**src/rtl/bp_be_pkg.sv**
```systemverilog
// Shared FP back-end types: writeback reservation slot and latency class.
package bp_be_pkg;

  localparam int fp_reg_width_gp = 5;

  typedef enum logic {
    e_fp_lat_short = 1'b0,
    e_fp_lat_long  = 1'b1
  } bp_be_fp_lat_class_e;

  typedef struct packed {
    logic                       v;
    logic [fp_reg_width_gp-1:0] rd;
  } bp_be_fp_wb_slot_s;

endpackage

```
**src/rtl/bp_be_fp_wb_slot_popcount.sv**
```systemverilog
// Counts the set bits of a slot-valid vector.
module bp_be_fp_wb_slot_popcount #(
  parameter int els_p         = 4,
  parameter int count_width_p = $clog2(els_p + 1)
) (
  input  logic [els_p-1:0]         v_i,
  output logic [count_width_p-1:0] count_o
);

  always_comb begin
    // NOTE: every always_comb output gets a default first so no path leaves it unassigned (no latch).
    count_o = '0;
    for (int i = 0; i < els_p; i++) begin
      count_o = count_o + count_width_p'(v_i[i]);
    end
  end

endmodule

```
**src/rtl/bp_be_fp_wb_sched.sv**
```systemverilog
// FP writeback scheduler: reservation shift register that books a writeback slot at issue.
module bp_be_fp_wb_sched
  import bp_be_pkg::*;
#(
  parameter int fma_latency_p = 4,
  parameter int aux_latency_p = 2
) (
  input  logic                                 clk_i,
  input  logic                                 reset_n_i,
  input  logic                                 issue_v_i,
  input  logic                                 issue_long_i,
  input  logic [4:0]                           issue_rd_i,
  output logic                                 issue_ready_o,
  input  logic                                 kill_i,
  output logic                                 wb_v_o,
  output logic [4:0]                           wb_rd_o,
  input  logic [4:0]                           wb_fflags_i,
  input  logic                                 fflags_clear_i,
  output logic [4:0]                           fflags_o,
  input  logic [4:0]                           query_rd_i,
  output logic                                 query_busy_o,
  output logic [$clog2(fma_latency_p+1)-1:0]   inflight_o
);

  localparam int inflight_width_lp = $clog2(fma_latency_p + 1);

  bp_be_fp_wb_slot_s r_q [1:fma_latency_p];
  bp_be_fp_wb_slot_s r_n [1:fma_latency_p];

  bp_be_fp_lat_class_e          lat_class;
  logic                         slot_free;
  logic                         accept;
  logic [fma_latency_p-1:0]     v_n;
  logic [inflight_width_lp-1:0] inflight_n;
  logic [4:0]                   wb_flags;
  logic [4:0]                   fflags_n;

  assign lat_class = issue_long_i ? e_fp_lat_long : e_fp_lat_short;

  // A short op collides only if the op one slot above its landing slot shifts into it.
  always_comb begin
    slot_free = 1'b1;
    if (lat_class == e_fp_lat_short) slot_free = ~r_q[aux_latency_p+1].v;
    issue_ready_o = reset_n_i & ~kill_i & slot_free;
  end

  assign accept = issue_v_i & issue_ready_o;

  always_comb begin
    for (int k = 1; k < fma_latency_p; k++) r_n[k] = r_q[k+1];
    r_n[fma_latency_p] = '0;
    if (kill_i) begin
      for (int k = 1; k <= fma_latency_p; k++) r_n[k].v = 1'b0;
    end else if (accept) begin
      if (lat_class == e_fp_lat_long) r_n[fma_latency_p] = '{v: 1'b1, rd: issue_rd_i};
      else                            r_n[aux_latency_p] = '{v: 1'b1, rd: issue_rd_i};
    end
  end

  always_comb begin
    v_n = '0;
    for (int k = 1; k <= fma_latency_p; k++) v_n[k-1] = r_n[k].v;
  end

  bp_be_fp_wb_slot_popcount #(
    .els_p        (fma_latency_p),
    .count_width_p(inflight_width_lp)
  ) popcount (
    .v_i    (v_n),
    .count_o(inflight_n)
  );

  assign wb_flags = wb_v_o ? wb_fflags_i : 5'b0;
  assign fflags_n = fflags_clear_i ? wb_flags : (fflags_o | wb_flags);

  always_ff @(posedge clk_i) begin
    // NOTE: sequential state uses non-blocking assignments so every register samples pre-edge values.
    if (!reset_n_i) begin
      // NOTE: only the valid bits need reset; rd of an invalid slot is never observed.
      for (int k = 1; k <= fma_latency_p; k++) r_q[k].v <= 1'b0;
      fflags_o   <= '0;
      inflight_o <= '0;
    end else begin
      r_q        <= r_n;
      fflags_o   <= fflags_n;
      inflight_o <= inflight_n;
    end
  end

  assign wb_v_o  = r_q[1].v;
  assign wb_rd_o = r_q[1].rd;

  always_comb begin
    query_busy_o = 1'b0;
    for (int k = 1; k <= fma_latency_p; k++) begin
      if (r_q[k].v && (r_q[k].rd == query_rd_i)) query_busy_o = 1'b1;
    end
  end

endmodule

```
**config.mk**
```make
export PLATFORM = sky130hd
export DESIGN_NAME = bp_be_fp_wb_sched
export DESIGN_NICKNAME = d
export VERILOG_FILES = /design/src/rtl/bp_be_pkg.sv /design/src/rtl/bp_be_fp_wb_slot_popcount.sv /design/src/rtl/bp_be_fp_wb_sched.sv
export SDC_FILE = /design/constraint.sdc
export NUM_CORES = 1
export LEC_CHECK = 0
export ABC_CLOCK_PERIOD_IN_PS = 6700
export CAP_MARGIN = 20
export CORE_ASPECT_RATIO = 1.4
export CORE_UTILIZATION = 50
export CTS_CLUSTER_DIAMETER = 200
export DETAILED_ROUTE_END_ITERATION = 12
export GPL_TIMING_DRIVEN = 1
export PLACE_DENSITY = 0.84
export SETUP_SLACK_MARGIN = 0.05
export SYNTH_ARGS = -nofsm -noshare
export SYNTH_HDL_FRONTEND = slang
export SYNTH_HIERARCHICAL = 1
export SYNTH_SLANG_ARGS = --single-unit
```
**constraint.sdc**
```tcl
create_clock -name clk_i -period 6.7 [get_ports clk_i]
set_input_delay 2.01 -clock clk_i [delete_from_list [all_inputs] [get_ports clk_i]]
set_output_delay 2.01 -clock clk_i [all_outputs]
set_load 0.01 [all_outputs]
```
==> impl_metrics.tcl, run 1 <==
set metrics [dict create \
    max_freq_mhz 170 \
    drive_above_1_share 0.103 \
    critPathMaxFanout 4 \
    syn_area_per_cell_sq_um 13.3 \
    tritoncts "yes" \
    drcViolationCount 0 \
    synthTopCellsByArea "edfxtp_1 42%, dfxtp_1 17%, xor2_1 9.8%" \
    tns_ns 0 \
    dieArea_sq_mm 0.00309 \
    antenna_found_initial 0 \
    grt_pass1_wl_microns 4310 \
    hpwl_microns 1950 \
    combinationalPowerShare 0.115 \
    place_area_sq_mm 0.00180 \
    die_h_microns 65.4 \
    period_share 0.879 \
    final_area_sq_mm 0.00185 \
    clock-sinks 32 \
    pin_count 37 \
    numCtsBuffers 5 \
    hold_viol 0 \
    vias 922 \
    max_slew_margin 0.788 \
    slew_viol_final 0 \
    min_period_ns 5.89 \
    p_sw_uw 84.1 \
    worstMarginPinSlew_ns 0.318 \
    slowest_stage "clkdlybuf4s50_1" \
    yosysTopAreaCell "edfxtp_1" \
    postCtsHoldBufs 0 \
    drt-total-wl_microns 2590 \
    synth-warning-count 6 \
    start_util 0.538 \
    finalNonFillerCells 182 \
    p_total_uw 369 \
    hold_path.class "reg2reg" \
    swShare 0.228 \
    skew_ns 0.0122 \
    crit_chain "clkdlybuf4s50_1 > xor2_1 > nor4_1 > and3_1 > a31oi_1 > nand3_1 > clkdlybuf4s50_1" \
    cts_resized 0 \
    dpl.cell_count 174 \
    yosysUniqueCellTypes 21 \
    wl_per_cell_microns 14.2 \
    cp_slowest_stage_delay_ns 0.53 \
    fin_util 0.692 \
    setup_viol 0 \
    post_cts_buffers 0 \
    end_kind "output port" \
    htree_levels 2 \
    crit_path_start_kind "input port" \
    rsz0062_at_grt "false" \
    clockRootBuffer "clkbuf_4" \
    irDropWorstVdd_mv 0.163 \
    ys_seq_area_frac 0.585 \
    cp_data_required_time_ns 4.69 \
    synth_fp_nets 132 \
    synth_top_area_frac 0.418 \
    num_antenna_cells 0 \
    criticalPathCategory "in2out" \
    coreArea_sq_mm 0.00267 \
    grt_max_degree 30 \
    port_buffers 36 \
    grt.overflow.total 0 \
    clk-insertion-delay-late_ns 0.32 \
    p_per_area_mw_per_mm2 200 \
    path_clk_slew_ns 0.10 \
    drv_cap 0 \
    dr.pass1.iters 4 \
    status "finished clean" \
    groute.usage.overall 0.205 \
    grt_pass1_vias 960 \
    row_count 22 \
    syn_inst 108 \
    chipWidth_microns 47.3 \
    clk_path_buf_depth 2 \
    ys_seq_elements 32 \
    p_int_uw 285 \
    crit_path_frequent_cell "clkdlybuf4s50_1" \
    arrival_ns 3.88 \
    seqPwrFrac 0.608 \
    drt_iter0_markers 22 \
    gp_congestion 0.784 \
    syn_area_sq_mm 0.00144 \
    via_per_inst 5.07 \
    syn2layout_area_growth_pct 28.6 \
    power_frac_clock 0.277 \
    drtAntennaViolNets 0 \
    p_leak_uw 0.000704 \
    nets 169 \
]
power groups by stage:
stage                     logic (uW)  clock network [uW]  registers (uW)
after floorplan                 19.8                   0             227
after global placement          41.2                   0             228
after detailed placement        42.7                   0             229
after CTS                       43.1                 105             224
after global routing            46.9                 113             225
final                           42.5                 102             224
worst paths after layout:
kind                   endpoint  slack (ns)           from  depth (start not counted)
setup / recovery   query_busy_o        0.81  query_rd_i[4]                          7
hold / removal       wb_rd_o[1]        0.47        r_n[19]                          0
setup reg to reg  inflight_o[1]        4.57        r_q[11]                          7
hold reg to reg      wb_rd_o[1]        0.47        r_n[19]                          0
cell usage in the layout (no fill, tap or decap), types with 5 or more instances in the layout:
cell type and instances:
clkdlybuf4s50_1 36, edfxtp_1 20, xor2_1 16, dfxtp_1 12
and2_1 11, nor2b_1 7, mux2_2 5, a22oi_1 5
clkbuf_4 5
flip-flops by register name (all words and copies together), names as in the netlist:
name        cells
wb_v_o          1
r_q             8
r_n            10
inflight_o      3
fflags_o        5
wb_rd_o         5
worst max-delay path, delay by kind of cell:
| family | cells | cell delay (ns) |
|---|---|---|
| buffers and inverters | 2 | 1.03 |
| XOR/XNOR | 1 | 0.21 |
| AND/OR/NAND/NOR | 3 | 0.59 |
| AO/OA/AOI/OAI | 1 | 0.04 |
cell type report:
type                            instances  area [sq um]
Inverter                                3          11.3
Clock inverter                          1          5.00
Timing Repair Buffer                   37           368
Tap cell                               36          45.0
Fill cell                             204           823
Sequential cell                        32           841
Clock buffer                            7          45.0
Multi-Input combinational cell         66           532
per-layer routing:
metal	vias up	global-route usage	share of wire
met5	-	0	0
met4	0	0.0929	0.0093
met3	2	0.0604	0.041
met2	27	0.315	0.54
met1	443	0.257	0.41
li1	450	-	-
cells by family (layout without fill, tap and decap cells):
family / after synthesis / count (layout) / synth area share
flip-flops: 32 / 32 / 0.585
AND/OR/NAND/NOR: 30 / 30 / 0.133
XOR/XNOR: 20 / 20 / 0.122
buffers and inverters: 10 / 48 / 0.0444
AO/OA/AOI/OAI: 8 / 8 / 0.0444
multiplexers: 5 / 5 / 0.0392
adder cells (fa/ha/maj): 3 / 3 / 0.0314
synthesized netlist by cell type:
library cell / n
buf_6: 1
and3_1: 4
nor2b_4: 1
xnor2_1: 4
nand3_1: 3
edfxtp_1: 20
nor4_1: 4
a31oi_1: 1
a21o_2: 1
dfxtp_1: 12
xor2_1: 16
ha_1: 2
fa_1: 1
a22oi_1: 5
nor2b_1: 7
clkbuf_1: 1
inv_1: 3
buf_4: 5
a21boi_2: 1
and2_1: 11
mux2_2: 5
per-stage QoR:
step | setup WS [ns] | hold slack [ns]
after floorplan | 1.99 | 0.444
final | 0.811 | 0.474
after global placement | 0.859 | 0.453
after global routing | 0.665 | 0.491
after CTS | 0.784 | 0.470
after detailed placement | 0.791 | 0.458
No activity file was read; power rests on OpenSTA's default activity.
==> run 2: changes to the inputs <==
ABC_CLOCK_PERIOD_IN_PS = 5100   (was 6700)
CORE_UTILIZATION = 55   (was 50)
DONT_BUFFER_PORTS = 1   (was unset)
PLACE_DENSITY = 0.75   (was 0.84)
clock period = 5.1 ns   (was 6.7 ns; I/O delays follow)
==> run 2 against run 1 <==
Against the previous run: final cell count down 21%; critical endpoint unchanged; critical path depth shrank 2; count of clock-buffer cells in the layout up 1; sequential share of layout area is 11 points higher; utilization decreased by 8.4 points; final area decreased by 20%; global-route usage is 0.93 points lower; power grew 27%; largest cell class unchanged; setup slack better by 0.42 ns.
==> impl_metrics.tcl, run 2 (synthesis results as in run 1) <==
set metrics [dict create \
    status "finished clean" \
    cts_resized 0 \
    tns_ns 0 \
    die_h_microns 62.5 \
    timing.rr.end "inflight_o[1]" \
    dieArea_sq_mm 0.00282 \
    tritoncts "yes" \
    drtAntennaViolNets 0 \
    final_common_cell "edfxtp_1" \
    crit_path_end "query_busy_o" \
    arrival_ns 2.34 \
    skew_ns 0.00728 \
    max_slew_margin 0.783 \
    worstRegToRegCells 7 \
    p_per_area_mw_per_mm2 316 \
    slew_viol_final 0 \
    crit_start "query_rd_i[4]" \
    drv_cap 0 \
    clk-insertion-delay-late_ns 0.33 \
    grt.overflow.total 0 \
    worstMarginPinSlew_ns 0.323 \
    syn2layout_area_growth_pct 3.40 \
    finalNonFillerCells 143 \
    htree_levels 2 \
    wl_per_cell_microns 16.4 \
    path_clk_slew_ns 0.09 \
    min_period_ns 3.87 \
    setup_viol 0 \
    clk_path_buf_depth 2 \
    hold_viol 0 \
    hold_path.class "reg2reg" \
    chipWidth_microns 45.2 \
    place_area_sq_mm 0.00143 \
    drcViolationCount 0 \
    largest_reg_flops 10 \
    via_per_inst 5.59 \
    numCtsBuffers 5 \
    grt_max_degree 31 \
    n_fill_cell 208 \
    p_leak_uw 0.000567 \
    hpwl_microns 1720 \
    grt_pass1_wl_microns 3820 \
    dpl.cell_count 135 \
    postCtsHoldBufs 0 \
    cp_data_required_time_ns 3.57 \
    port_buffers 0 \
    register_area_sq_um 841 \
    crit_path_start_kind "input port" \
    drt_iter0_markers 9 \
    vias 800 \
    start_util 0.588 \
    post_cts_buffers 0 \
    clock-sinks 32 \
    max_freq_mhz 259 \
    fin_util 0.608 \
    drt-total-wl_microns 2340 \
    antenna_found_initial 0 \
    grt_pass1_vias 900 \
    nets 132 \
    gp_congestion 0.825 \
    coreArea_sq_mm 0.00244 \
    p_total_uw 469 \
    worstReg2RegStart "r_q[11]" \
    clockRootBuffer "clkbuf_4" \
    final_cell_mix "20 x edfxtp_1, 16 x xor2_1, 12 x dfxtp_1, 11 x and2_1, 7 x nor2b_1" \
    rsz0062_at_grt "false" \
    multi_input_area_sq_um 532 \
    num_antenna_cells 0 \
    criticalPathCategory "in2out" \
    worstHoldStart "r_n[19]" \
    period_share 0.758 \
    dr.pass1.iters 4 \
    end_kind "output port" \
    reg2reg_slack_ns 2.90 \
    groute.usage.overall 0.195 \
    row_count 21 \
    final_area_sq_mm 0.00149 \
    critPathMaxFanout 4 \
    irDropWorstVdd_mv 0.175 \
    pin_count 37 \
    drive_above_1_share 0.128 \
]
-- run 2: changes by cell type in the layout (fill, tap and decap cells not counted) --
cell             delta
clkbuf_8            +1
clkdlybuf4s50_1    -36
buf_4               -1
clkinv_2            -1
-- run 2: per-stage QoR --
stage | setup WS, ns | hold WS, ns
6_report | 1.23 | 0.477
5_1_grt | 1.17 | 0.499
4_1_cts | 1.22 | 0.477
3_5_place_dp | 1.22 | 0.456
3_3_place_gp | 1.22 | 0.452
2_1_floorplan | 1.35 | 0.444
-- run 2: critical path: stages --
cell,delay [ns]
xor2_1,0.14
nor4_1,0.27
and3_1,0.19
a31oi_1,0.04
nand3_1,0.15
-- run 2: power breakdown --
part / leakage (uW) / switching, uW / total (uW) / internal [uW]
sequential: 0.000291 / 9.01 / 296 / 287
combinational: 0.000243 / 10.6 / 24.8 / 14.2
clock: 0.0000326 / 79.6 / 148 / 68.0
-- run 2: worst min path at each step --
stage / slack [ns] / cells past startpoint / to
after global placement: 0.45 / 0 / wb_rd_o[1]
after detailed placement: 0.46 / 0 / wb_rd_o[2]
after global routing: 0.50 / 0 / r_q[6]
after floorplan: 0.44 / 1 / r_q[11]
final: 0.48 / 0 / wb_rd_o[1]
after CTS: 0.48 / 0 / wb_rd_o[2]
-- run 2: layer usage --
layer  track usage  vias up  routed length, microns
met5             0        -                       0
met4        0.0795        0                      25
met3        0.0954        4                     151
met2         0.322       39                    1210
met1         0.202      384                     955
li1              -      373                       -
-- run 2: cell type report --
class	count	area share
Clock buffer	8	0.0396
Sequential cell	32	0.566
Tap cell	34	0.0286
Inverter	3	0.00758
Multi-Input combinational cell	66	0.358
==> run 3: changes to the inputs <==
ABC_CLOCK_PERIOD_IN_PS = 3530   (was 5100)
clock period = 3.53 ns   (was 5.1 ns; I/O delays follow)
==> run 3 against run 2 <==
Against the previous run: clock power up 41%; routed wire length down 3.8%; flip-flop and latch count unchanged; final cell count unchanged; register-to-register slack worse by 1.5 ns; largest power group unchanged; final area unchanged; count of clock-buffer cells in the layout unchanged; hold slack worse by 0.0034 ns; via count down 1.3%; die area unchanged; setup slack worse by 0.66 ns.
==> impl_metrics.tcl, run 3 (synthesis results as in run 1) <==
set metrics [dict create \
    hpwl_microns 1670 \
    vias 790 \
    final_area_sq_mm 0.00149 \
    status "finished clean" \
    clk-insertion-delay-late_ns 0.32 \
    irDropWorstVdd_mv 0.306 \
    via_per_inst 5.52 \
    slowest_stage "nor4_1" \
    cp_slowest_stage_delay_ns 0.30 \
    drv_cap 0 \
    dieArea_sq_mm 0.00282 \
    arrival_ns 1.90 \
    crit_chain "xor2_1 > nor4_1 > and3_1 > a31oi_1 > nand3_1" \
    die_h_microns 62.5 \
    end_kind "output port" \
    drive_above_1_share 0.128 \
    setup_viol 0 \
    p_per_area_mw_per_mm2 452 \
    clk_path_buf_depth 2 \
    tritoncts "yes" \
    p_leak_uw 0.000567 \
    combinationalPowerShare 0.052 \
    start_util 0.588 \
    chipWidth_microns 45.2 \
    num_antenna_cells 0 \
    min_period_ns 2.96 \
    power_frac_clock 0.312 \
    antenna_found_initial 0 \
    wl_per_cell_microns 15.8 \
    skew_ns 0.00241 \
    swShare 0.206 \
    port_buffers 0 \
    coreArea_sq_mm 0.00244 \
    hold_viol 0 \
    drt_iter0_markers 7 \
    max_freq_mhz 338 \
    slew_viol_final 0 \
    nets 132 \
    largest_reg_flops 10 \
    row_count 21 \
    syn2layout_area_growth_pct 3.40 \
    clock-sinks 32 \
    gr-usage-met2 0.297 \
    pin_count 37 \
    clockRootBuffer "clkbuf_4" \
    gp_congestion 0.686 \
    rsz0062_at_grt "false" \
    place_area_sq_mm 0.00143 \
    final_common_cell "edfxtp_1" \
    critPathMaxFanout 4 \
    postCtsHoldBufs 0 \
    use_met1 0.204 \
    worstMarginPinSlew_ns 0.382 \
    crit_path_start_kind "input port" \
    cts_resized 0 \
    post_cts_buffers 0 \
    htree_levels 2 \
    final_cell_mix "20 x edfxtp_1, 16 x xor2_1, 12 x dfxtp_1, 11 x and2_1, 7 x nor2b_1" \
    grt.busiest_layer "met2" \
    path_clk_slew_ns 0.09 \
    p_sw_uw 138 \
    cp_data_required_time_ns 2.47 \
    grt_pass1_vias 832 \
    p_int_uw 534 \
    dr.pass1.iters 4 \
    grt.overflow.total 0 \
    drtAntennaViolNets 0 \
    drt-total-wl_microns 2260 \
    met3_usage 0.0925 \
    drcViolationCount 0 \
    groute.usage.overall 0.187 \
    numCtsBuffers 5 \
    grt_pass1_wl_microns 3690 \
    max_slew_margin 0.743 \
    criticalPathCategory "in2out" \
    grt_max_degree 31 \
    seqPwrFrac 0.637 \
    hold_path.class "reg2reg" \
    period_share 0.838 \
    tns_ns 0 \
]
run 3: path summary, 6_finish.rpt:
path,start,to,slack [ns],depth (start not counted)
worst min-delay path,r_n[7],r_q[7],0.47,0
worst max-delay path,query_rd_i[4],query_busy_o,0.57,5
worst max register to register,r_q[11],inflight_o[1],1.36,7
worst min register to register,r_n[7],r_q[7],0.47,0
run 3: worst max-delay path, delay by kind of cell:
kind,cells,cell delay [ns]
simple gates,3,0.66
xor+xnor,1,0.14
compound gates,1,0.04
run 3: area by class of cell:
cell class | instances | area [sq um]
inverters | 3 | 11.3
flip-flops and latches | 32 | 841
multi-input cells | 66 | 532
fillers | 206 | 958
clock buffers | 8 | 58.8
well taps | 34 | 42.5
run 3: metrics by stage:
step           std cells  worst slack, ns  utilization  total power (uW)  hold WS (ns)
2_1_floorplan        108            0.549            -               469         0.444
3_3_place_gp         135            0.513        0.584               470         0.452
3_5_place_dp         135            0.432        0.584               471         0.459
4_1_cts              143            0.534        0.608               682         0.480
5_1_grt              143            0.491        0.608               706         0.493
6_report             143            0.572        0.608               672         0.474
run 3: power by group through the flow:
stage	clock network, uW	logic, uW	registers, uW
floorplan	0	37.6	431
global placement	0	34.2	436
detailed placement	0	34.8	437
CTS	219	35.2	428
global route	237	39.1	430
finish	209	34.8	428
run 3: per-layer routing:
layer	part of all wire	wire (microns)
met4	0.021	47
met2	0.48	1090
met5	0	0
met3	0.068	154
met1	0.43	966
